## src/rtl/wshb_frame_reader_if.sv

```systemverilog
// Wishbone classic/burst signal bundle between the frame reader (master) and the SDRAM slave.
interface wshb_frame_reader_if;
  logic        cyc;
  logic        stb;
  logic        we;
  logic [31:0] adr;
  logic [3:0]  sel;
  logic [2:0]  cti;
  logic [1:0]  bte;
  logic        ack;
  logic        err;
  logic [31:0] dat_sm;

  modport master (
    output cyc, stb, we, adr, sel, cti, bte,
    input  ack, err, dat_sm
  );

  modport slave (
    input  cyc, stb, we, adr, sel, cti, bte,
    output ack, err, dat_sm
  );
endinterface

```

## src/rtl/wshb_frame_reader.sv

```systemverilog
// Wishbone burst reader streaming a framebuffer from SDRAM into the pixel FIFO.
// Define FRAME_READER_STATS_EN to add the frame_cnt / err_cnt outputs.
//
// state   | meaning
// S_IDLE  | disabled, no bus activity
// S_WAIT  | enabled, waiting for FIFO room to start the next burst
// S_BURST | incrementing read burst in progress (cyc=stb=1)
module wshb_frame_reader #(
  parameter int unsigned HDISP     = 800,
  parameter int unsigned VDISP     = 480,
  parameter logic [31:0] BASE_ADDR = 32'h0,
  parameter int unsigned BURST     = 16
) (
  input  logic        sys_clk,
  input  logic        sys_rst_n,
  input  logic        enable,
  wshb_frame_reader_if.master wb,
  input  logic        fifo_room,
  output logic [31:0] pix_data,
  output logic        pix_wr,
  output logic        frame_start
`ifdef FRAME_READER_STATS_EN
  ,
  output logic [15:0] frame_cnt,
  output logic [7:0]  err_cnt
`endif
);

  localparam int unsigned NPIX   = HDISP * VDISP;
  localparam int unsigned PIX_W  = (NPIX > 1) ? $clog2(NPIX) : 1;
  localparam int unsigned BEAT_W = $clog2(BURST);
  localparam logic [PIX_W-1:0]  LAST_PIX  = PIX_W'(NPIX - 1);
  localparam logic [BEAT_W-1:0] LAST_BEAT = BEAT_W'(BURST - 1);

  typedef enum logic [1:0] {
    S_IDLE  = 2'd0,
    S_WAIT  = 2'd1,
    S_BURST = 2'd2
  } state_t;

  state_t            state_q, state_d;
  logic [31:0]       adr_q, adr_d;
  logic [PIX_W-1:0]  pix_idx_q, pix_idx_d;
  logic [BEAT_W-1:0] beat_q, beat_d;
  logic [31:0]       pix_data_q, pix_data_d;
  logic              pix_wr_q, pix_wr_d;
  logic              frame_start_q, frame_start_d;
  logic              last_beat;
`ifdef FRAME_READER_STATS_EN
  logic [15:0]       frame_cnt_q, frame_cnt_d;
  logic [7:0]        err_cnt_q, err_cnt_d;
`endif

  // A burst ends on its nominal last beat or early at the frame's last pixel.
  assign last_beat = (beat_q == LAST_BEAT) || (pix_idx_q == LAST_PIX);

  always_comb begin
    state_d       = state_q;
    adr_d         = adr_q;
    pix_idx_d     = pix_idx_q;
    beat_d        = beat_q;
    pix_data_d    = pix_data_q;
    pix_wr_d      = 1'b0;
    frame_start_d = 1'b0;
`ifdef FRAME_READER_STATS_EN
    frame_cnt_d   = frame_cnt_q;
    err_cnt_d     = err_cnt_q;
`endif
    case (state_q)
      S_IDLE: begin
        if (enable) state_d = S_WAIT;
      end
      S_WAIT: begin
        if (!enable) begin
          state_d = S_IDLE;
        end else if (fifo_room) begin
          state_d       = S_BURST;
          frame_start_d = (pix_idx_q == '0);
        end
      end
      S_BURST: begin
        if (wb.err) begin
          // Abandon the frame; the next burst restarts at pixel 0.
          state_d   = S_WAIT;
          pix_idx_d = '0;
          adr_d     = BASE_ADDR;
          beat_d    = '0;
`ifdef FRAME_READER_STATS_EN
          if (err_cnt_q != 8'hFF) err_cnt_d = err_cnt_q + 8'd1;
`endif
        end else if (wb.ack) begin
          pix_wr_d   = 1'b1;
          pix_data_d = wb.dat_sm;
          beat_d     = beat_q + BEAT_W'(1);
          if (pix_idx_q == LAST_PIX) begin
            pix_idx_d = '0;
            adr_d     = BASE_ADDR;
`ifdef FRAME_READER_STATS_EN
            frame_cnt_d = frame_cnt_q + 16'd1;
`endif
          end else begin
            pix_idx_d = pix_idx_q + PIX_W'(1);
            adr_d     = adr_q + 32'd4;
          end
          if (last_beat) begin
            state_d = S_WAIT;
            beat_d  = '0;
          end
        end
      end
      default: state_d = S_IDLE;
    endcase
  end

  always_ff @(posedge sys_clk or negedge sys_rst_n) begin
    if (!sys_rst_n) begin
      state_q       <= S_IDLE;
      adr_q         <= BASE_ADDR;
      pix_idx_q     <= '0;
      beat_q        <= '0;
      pix_data_q    <= '0;
      pix_wr_q      <= 1'b0;
      frame_start_q <= 1'b0;
`ifdef FRAME_READER_STATS_EN
      frame_cnt_q   <= '0;
      err_cnt_q     <= '0;
`endif
    end else begin
      state_q       <= state_d;
      adr_q         <= adr_d;
      pix_idx_q     <= pix_idx_d;
      beat_q        <= beat_d;
      pix_data_q    <= pix_data_d;
      pix_wr_q      <= pix_wr_d;
      frame_start_q <= frame_start_d;
`ifdef FRAME_READER_STATS_EN
      frame_cnt_q   <= frame_cnt_d;
      err_cnt_q     <= err_cnt_d;
`endif
    end
  end

  assign wb.cyc      = (state_q == S_BURST);
  assign wb.stb      = (state_q == S_BURST);
  assign wb.we       = 1'b0;
  assign wb.sel      = 4'hF;
  assign wb.bte      = 2'b00;
  assign wb.adr      = adr_q;
  assign wb.cti      = (state_q != S_BURST) ? 3'b000 : (last_beat ? 3'b111 : 3'b010);
  assign pix_data    = pix_data_q;
  assign pix_wr      = pix_wr_q;
  assign frame_start = frame_start_q;
`ifdef FRAME_READER_STATS_EN
  assign frame_cnt   = frame_cnt_q;
  assign err_cnt     = err_cnt_q;
`endif

endmodule

```

## src/flat_wrapper.sv

```systemverilog
// flat-port wrapper written by rule: the top's interface ports become plain ports
module wshb_frame_reader_flat 
#(
  parameter int unsigned HDISP     = 800,
  parameter int unsigned VDISP     = 480,
  parameter logic [31:0] BASE_ADDR = 32'h0,
  parameter int unsigned BURST     = 16
)
  (sys_clk, sys_rst_n, enable, fifo_room, pix_data, pix_wr, frame_start, wb_cyc, wb_stb, wb_we, wb_adr, wb_sel, wb_cti, wb_bte, wb_ack, wb_err, wb_dat_sm);
  wshb_frame_reader_if wb_i ();
  input  logic sys_clk;
  input  logic sys_rst_n;
  input  logic enable;
  input  logic fifo_room;
  output logic [31:0] pix_data;
  output logic pix_wr;
  output logic frame_start;
  output wire logic [$bits(wb_i.cyc)-1:0] wb_cyc;
  output wire logic [$bits(wb_i.stb)-1:0] wb_stb;
  output wire logic [$bits(wb_i.we)-1:0] wb_we;
  output wire logic [$bits(wb_i.adr)-1:0] wb_adr;
  output wire logic [$bits(wb_i.sel)-1:0] wb_sel;
  output wire logic [$bits(wb_i.cti)-1:0] wb_cti;
  output wire logic [$bits(wb_i.bte)-1:0] wb_bte;
  input wire logic [$bits(wb_i.ack)-1:0] wb_ack;
  input wire logic [$bits(wb_i.err)-1:0] wb_err;
  input wire logic [$bits(wb_i.dat_sm)-1:0] wb_dat_sm;
  assign wb_cyc = wb_i.cyc;
  assign wb_stb = wb_i.stb;
  assign wb_we = wb_i.we;
  assign wb_adr = wb_i.adr;
  assign wb_sel = wb_i.sel;
  assign wb_cti = wb_i.cti;
  assign wb_bte = wb_i.bte;
  assign wb_i.ack = wb_ack;
  assign wb_i.err = wb_err;
  assign wb_i.dat_sm = wb_dat_sm;
  wshb_frame_reader #(.HDISP(HDISP), .VDISP(VDISP), .BASE_ADDR(BASE_ADDR), .BURST(BURST)) u_core (.sys_clk(sys_clk), .sys_rst_n(sys_rst_n), .enable(enable), .wb(wb_i), .fifo_room(fifo_room), .pix_data(pix_data), .pix_wr(pix_wr), .frame_start(frame_start));
endmodule
```

## config.mk

```make
export PLATFORM = sky130hd
export DESIGN_NAME = wshb_frame_reader_flat
export DESIGN_NICKNAME = d
export VERILOG_FILES = /design/src/rtl/wshb_frame_reader_if.sv /design/src/rtl/wshb_frame_reader.sv /design/src/flat_wrapper.sv
export SDC_FILE = /design/constraint.sdc
export NUM_CORES = 1
export LEC_CHECK = 0
export ABC_AREA = 1
export ABC_CLOCK_PERIOD_IN_PS = 4490
export BUFFER_PORTS_ARGS = -buffer_cell sky130_fd_sc_hd__buf_2
export CAP_MARGIN = 20
export CORE_UTILIZATION = 45
export DETAILED_ROUTE_END_ITERATION = 6
export GPL_ROUTABILITY_DRIVEN = 0
export PLACE_DENSITY = 0.69
export SETUP_SLACK_MARGIN = 0.5
export SLEW_MARGIN = 15
export SYNTH_ARGS = -nofsm -noshare
export SYNTH_HDL_FRONTEND = slang
export SYNTH_SLANG_ARGS = --single-unit
```

## constraint.sdc

```tcl
create_clock -name sys_clk -period 4.49 [get_ports sys_clk]
set_clock_uncertainty 0.1 [all_clocks]
set_input_delay 0.6735 -clock sys_clk [delete_from_list [all_inputs] [get_ports sys_clk]]
set_output_delay 0.6735 -clock sys_clk [all_outputs]
set_load 0.02 [all_outputs]
```

Yosys cells after proc, flatten, opt, wreduce, memory -nomap -nowiden:

Index checks and enable logic that the tools add are counted.

* register bits: 91
* input bits: 38
* output and inout port bits: 78
* word-level logic and storage cells: 51

* $add $sub $neg: 3
* equal/unequal tests: 9
* mux-type cells: 24
* bitwise operators: 1
* reduce and logical (&&, ||, !) cells: 7

Operators by type and width (count)
* two-way mux 32 bit: 3
* two-way mux 19 bit: 3
* adder 32 x 3 -> 32 bit (second input constant): 1
* adder 19 x 1 -> 19 bit (second input constant): 1
* == test 19 bit (second input constant): 1
* logical NOT 19 bit: 1
* two-way mux 2 bit: 6
* two-way mux 4 bit: 3
* two-way mux 1 bit: 6
* two-way mux 3 bit: 2
* inequality test 3 x 1 -> 1 bit (second input constant): 2
* case mux 2 bit (3 select lines): 1
* adder 4 x 1 -> 4 bit (second input constant): 1
* == test 4 bit (second input constant): 1
* inequality test 2 bit (second input constant): 2
* AND reduction 4 bit: 1
* inequality test 3 bit (second input constant): 1
* AND reduction 3 bit: 1
* == test 2 x 1 -> 1 bit (second input constant): 1
* == test 2 bit (second input constant): 1
* logical NOT 2 bit: 1
* AND reduction 2 bit: 1
* nonzero test 2 bit: 1
* logical OR 1 bit: 1
* inverter 1 bit: 1

Logic depth before layout (Yosys ltp):

* word-level depth: 6
* gate-level depth with buffers: 11
* depth with buffers taken out: 10

Worst setup path after synthesis:

No wires, ideal clock.

* kind: reg2out
* start: reg u_core.pix_idx_q[0]
* end: out wb_cti[2]
* data arrival time: 1.824 ns
* required time: 3.717 ns
* setup slack: 1.892 ns
* stages on the path, launching flop included: 9
* buffers on the path: 1
* cells stage by stage: dfrtp_1 -> ha_1 -> nand2_1 -> nor2_4 -> nand2_4 -> clkinv_2 -> nand3_4 -> a21boi_0 -> buf_4

* longest elaborated chain between the ends: 4

RTL lines
* start, declared: RTL line wshb_frame_reader.sv:43 `logic [PIX_W-1:0] pix_idx_q, pix_idx_d;`
* start signal, assigned: RTL line wshb_frame_reader.sv:131 `pix_idx_q <= pix_idx_d;`
* == test 19 bit: RTL line wshb_frame_reader.sv:55 `assign last_beat = (beat_q == LAST_BEAT) || (pix_idx_q == LAST_PIX);`
* logical OR 1 bit: RTL line wshb_frame_reader.sv:55
* two-way mux 3 bit (2 in series): RTL line wshb_frame_reader.sv:149 `assign wb.cti = (state_q != S_BURST) ? 3'b000 : (last_beat ? 3'b111 : 3'b010);`
* end, declared: RTL line flat_wrapper.sv:23 `output wire logic [$bits(wb_i.cti)-1:0] wb_cti;`

No other way between the ends.

Worst setup path after layout:

* start: reg u_core.pix_idx_q[0]
* end: out wb_cti[0]

Same word-level chain as after synthesis.

==> impl_metrics.yaml <==
floorplan:
  pin_count: 116
  dieArea_um2: 11200
  fp.dieW_um: 106
  fp-row-count: 37
  core_area_um2: 10400
  die_h_um: 106
  start_util_pct: 46.7
route:
  drc: 0
  wl_met3_um: 863
  drtIter0Drc: 252
  wl_per_cell_um: 13.2
  firstDrtPassIters: 5
  wl_um: 11500
  met1Wirelength_um: 5390
  ant_nets: 0
  vias: 4406
  viasPerCell: 5.05
  wl_met2_um: 5140
  top_layer: "met4"
critical_path:
  worstSetupPathType: "flop to output port"
  cp_data_arrival_time_ns: 2.04
  r2r-start: "u_core.state_q[0]"
  r2r_slack_ns: 2.26
  timing.rr.end: "u_core.wb.adr[4]"
  r2r_cells: 7
  worstSetupEndpointType: "output port"
  cp_max_fo: 5
  worstSetupStartpointType: "flop"
  cp.required_ns: 3.72
clock_tree:
  numCtsBuffers: 9
  cts_root_buf: "clkbuf_8"
  cts_sinks: 89
  cts_hold_repair.buffers: 0
  clk_latency_ns: 0.37
  cts_resized: 0
  clock_path_buffers: 2
  cts_tree: "built"
  clk_pin_slew_ns: 0.09
  cts-htree-levels: 3
  postCtsSetupBuffers: 0
final_layout:
  antenna_cells: 0
  fin_nets: 774
  syn2layout_area_growth_pct: 15.4
  stdcell_area_um2: 5620
  layout-drive-gt1-share_pct: 22.7
  layoutNonFillerInstCount: 873
global_routing:
  grt_pass1_wl_um: 19500
  grt.total_usage_pct: 21.7
  grt_max_degree: 66
  first_global_vias: 4068
  antenna_found_initial: 0
  grt_overflow: 0
sta:
  fin_crit_ns: 2.82
  slew_headroom_pct: 38.1
  report.final.hold_viol_count: 0
  setup_viol: 0
  rsz0062_at_grt: "false"
  tightestPinTransition_ns: 0.928
  setup-tns-final_ns: 0
  final_max_slew_viol_count: 0
  period_share_pct: 62.7
  fmaxAchievable_mhz: 355
logic_synthesis:
  yosysMostFrequentCell: "nand2_1"
  synthDistinctLibCells: 37
  synth-async-reset-ratio_pct: 100
  synth_top_cell_by_area: "dfrtp_1"
  ys.flop_type: "dfrtp_1"
  synth_top_area_share_pct: 45.7
  ys_seq_elements: 89
  synthTopCellsByCount: "242 x nand2_1, 89 x dfrtp_1, 50 x inv_1, 50 x nor2_1, 36 x nand3_1"
  synth_edf_count: 0
  ys_seq_area_share_pct: 45.7
  synth.cell_area_um2: 4870
  synth_cells: 632
  syn_avg_cell_area_um2: 7.70
  synthTopCellsByArea: "dfrtp_1 46%, nand2_1 19%, nand3_2 4.1%"
  yosys_warnings: 0
power:
  p_int_uw: 1560
  p_sw_uw: 1130
  static-leakage-power_uw: 0.00284
  pwr-share-seq_pct: 45.3
  swShare_pct: 42.0
  vdd_ir_drop_max_mv: 0.293
  cellPowerDensity_nw_per_um2: 480
  comb_power_share_pct: 35.2
  power.share.clock_pct: 19.5
place:
  postPlaceCellArea_um2: 5440
  portBuffers: 106
  dpl.hpwl_um: 8230
  placed_cells: 857
run_status:
  outcome: "complete, no violations"
min_path:
  hp-class: "primary input to asynchronous set/reset pin"
flow_run:
  maxCapViolCount: 0
[how the worst max path moves through the flow]
stage                   startpoint        end  cells past startpoint
4_1_cts        u_core.pix_idx_q[0]  wb_cti[0]                      8
3_3_place_gp   u_core.pix_idx_q[0]  wb_cti[0]                      8
5_1_grt        u_core.pix_idx_q[0]  wb_cti[0]                      8
2_1_floorplan  u_core.pix_idx_q[0]  wb_cti[2]                      8
6_report       u_core.pix_idx_q[0]  wb_cti[0]                      8
3_5_place_dp   u_core.pix_idx_q[0]  wb_cti[0]                      8
[registers in the layout, indices dropped and copies added, names as in the netlist]
| signal | flops |
|---|---|
| u_core.pix_wr | 1 |
| u_core.wb.adr | 30 |
| u_core.beat_q | 4 |
| u_core.frame_start | 1 |
| u_core.pix_idx_q | 19 |
| u_core.state_q | 2 |
| u_core.pix_data | 32 |
[cells in the final DEF, fill, tap and decap left out, types with 2 or more instances in the layout]
cell / count
nor2_4: 6
xor2_1: 14
nor2_2: 5
ha_1: 4
nand3_2: 20
inv_1: 50
nor3_1: 5
nor4_1: 3
clkinv_2: 2
inv_2: 3
o21ai_1: 13
conb_1: 9
o21bai_1: 3
nand2_4: 2
o21ai_0: 25
o22ai_1: 6
nand2_1: 242
nor2_1: 50
inv_6: 2
a21oi_1: 4
clkbuf_8: 10
dfrtp_1: 89
buf_2: 105
buf_4: 4
nand4_1: 9
nand3_1: 36
nand3b_1: 3
[critical path: stages, from the launching register on]
cell,delay [ns]
dfrtp_1,0.42
ha_1,0.22
nand2_1,0.11
nor2_4,0.13
nand2_4,0.08
clkinv_2,0.07
nand3_4,0.10
a21boi_0,0.32
buf_2,0.24
[per-stage QoR]
step | util, % | total power [µW] | hold WS, ns | setup WS (ns)
after floorplan | - | 1850 | 0.278 | 1.89
after global placement | 52.2 | 2170 | 0.349 | 2.12
after detailed placement | 52.2 | 2190 | 0.354 | 2.07
after CTS | 53.9 | 2720 | 0.331 | 1.65
after global routing | 53.9 | 2880 | 0.372 | 1.48
final | 53.9 | 2690 | 0.292 | 1.67
[routing by layer]
layer | vias to the layer above | GRT usage [%]
met5 | - | 0
met4 | 0 | 5.85
met3 | 9 | 5.70
met2 | 149 | 33.8
met1 | 2068 | 30.0
li1 | 2180 | -
[cell type report]
| type | count | area, µm² |
|---|---|---|
| clock buffer | 11 | 141 |
| clock inverter | 5 | 38.8 |
| fill | 1025 | 4800 |
| inverter | 55 | 210 |
| multi-input combinational | 468 | 2280 |
| sequential | 89 | 2230 |
| tap | 136 | 170 |
| timing repair buffer | 109 | 556 |
[power groups by stage]
| stage | Sequential, µW | Combinational (µW) | Clock [µW] |
|---|---|---|---|
| 2_1_floorplan | 1440 | 410 | 0 |
| 3_3_place_gp | 1220 | 944 | 0 |
| 3_5_place_dp | 1230 | 966 | 0 |
| 4_1_cts | 1220 | 963 | 539 |
| 5_1_grt | 1250 | 1050 | 569 |
| 6_report | 1220 | 950 | 525 |
[cell families after synthesis]
logic type                 share of synthesized area (%)
AOI/OAI and AO/OA                                   6.04
xor gates and xnor gates                            2.70
adders and majority gates                           1.03
buffers and inverters                               8.04
DFF                                                 45.7
other                                              0.154
and+or+nand+nor                                     36.3
Note: power is estimated with default switching activity, not from simulation.
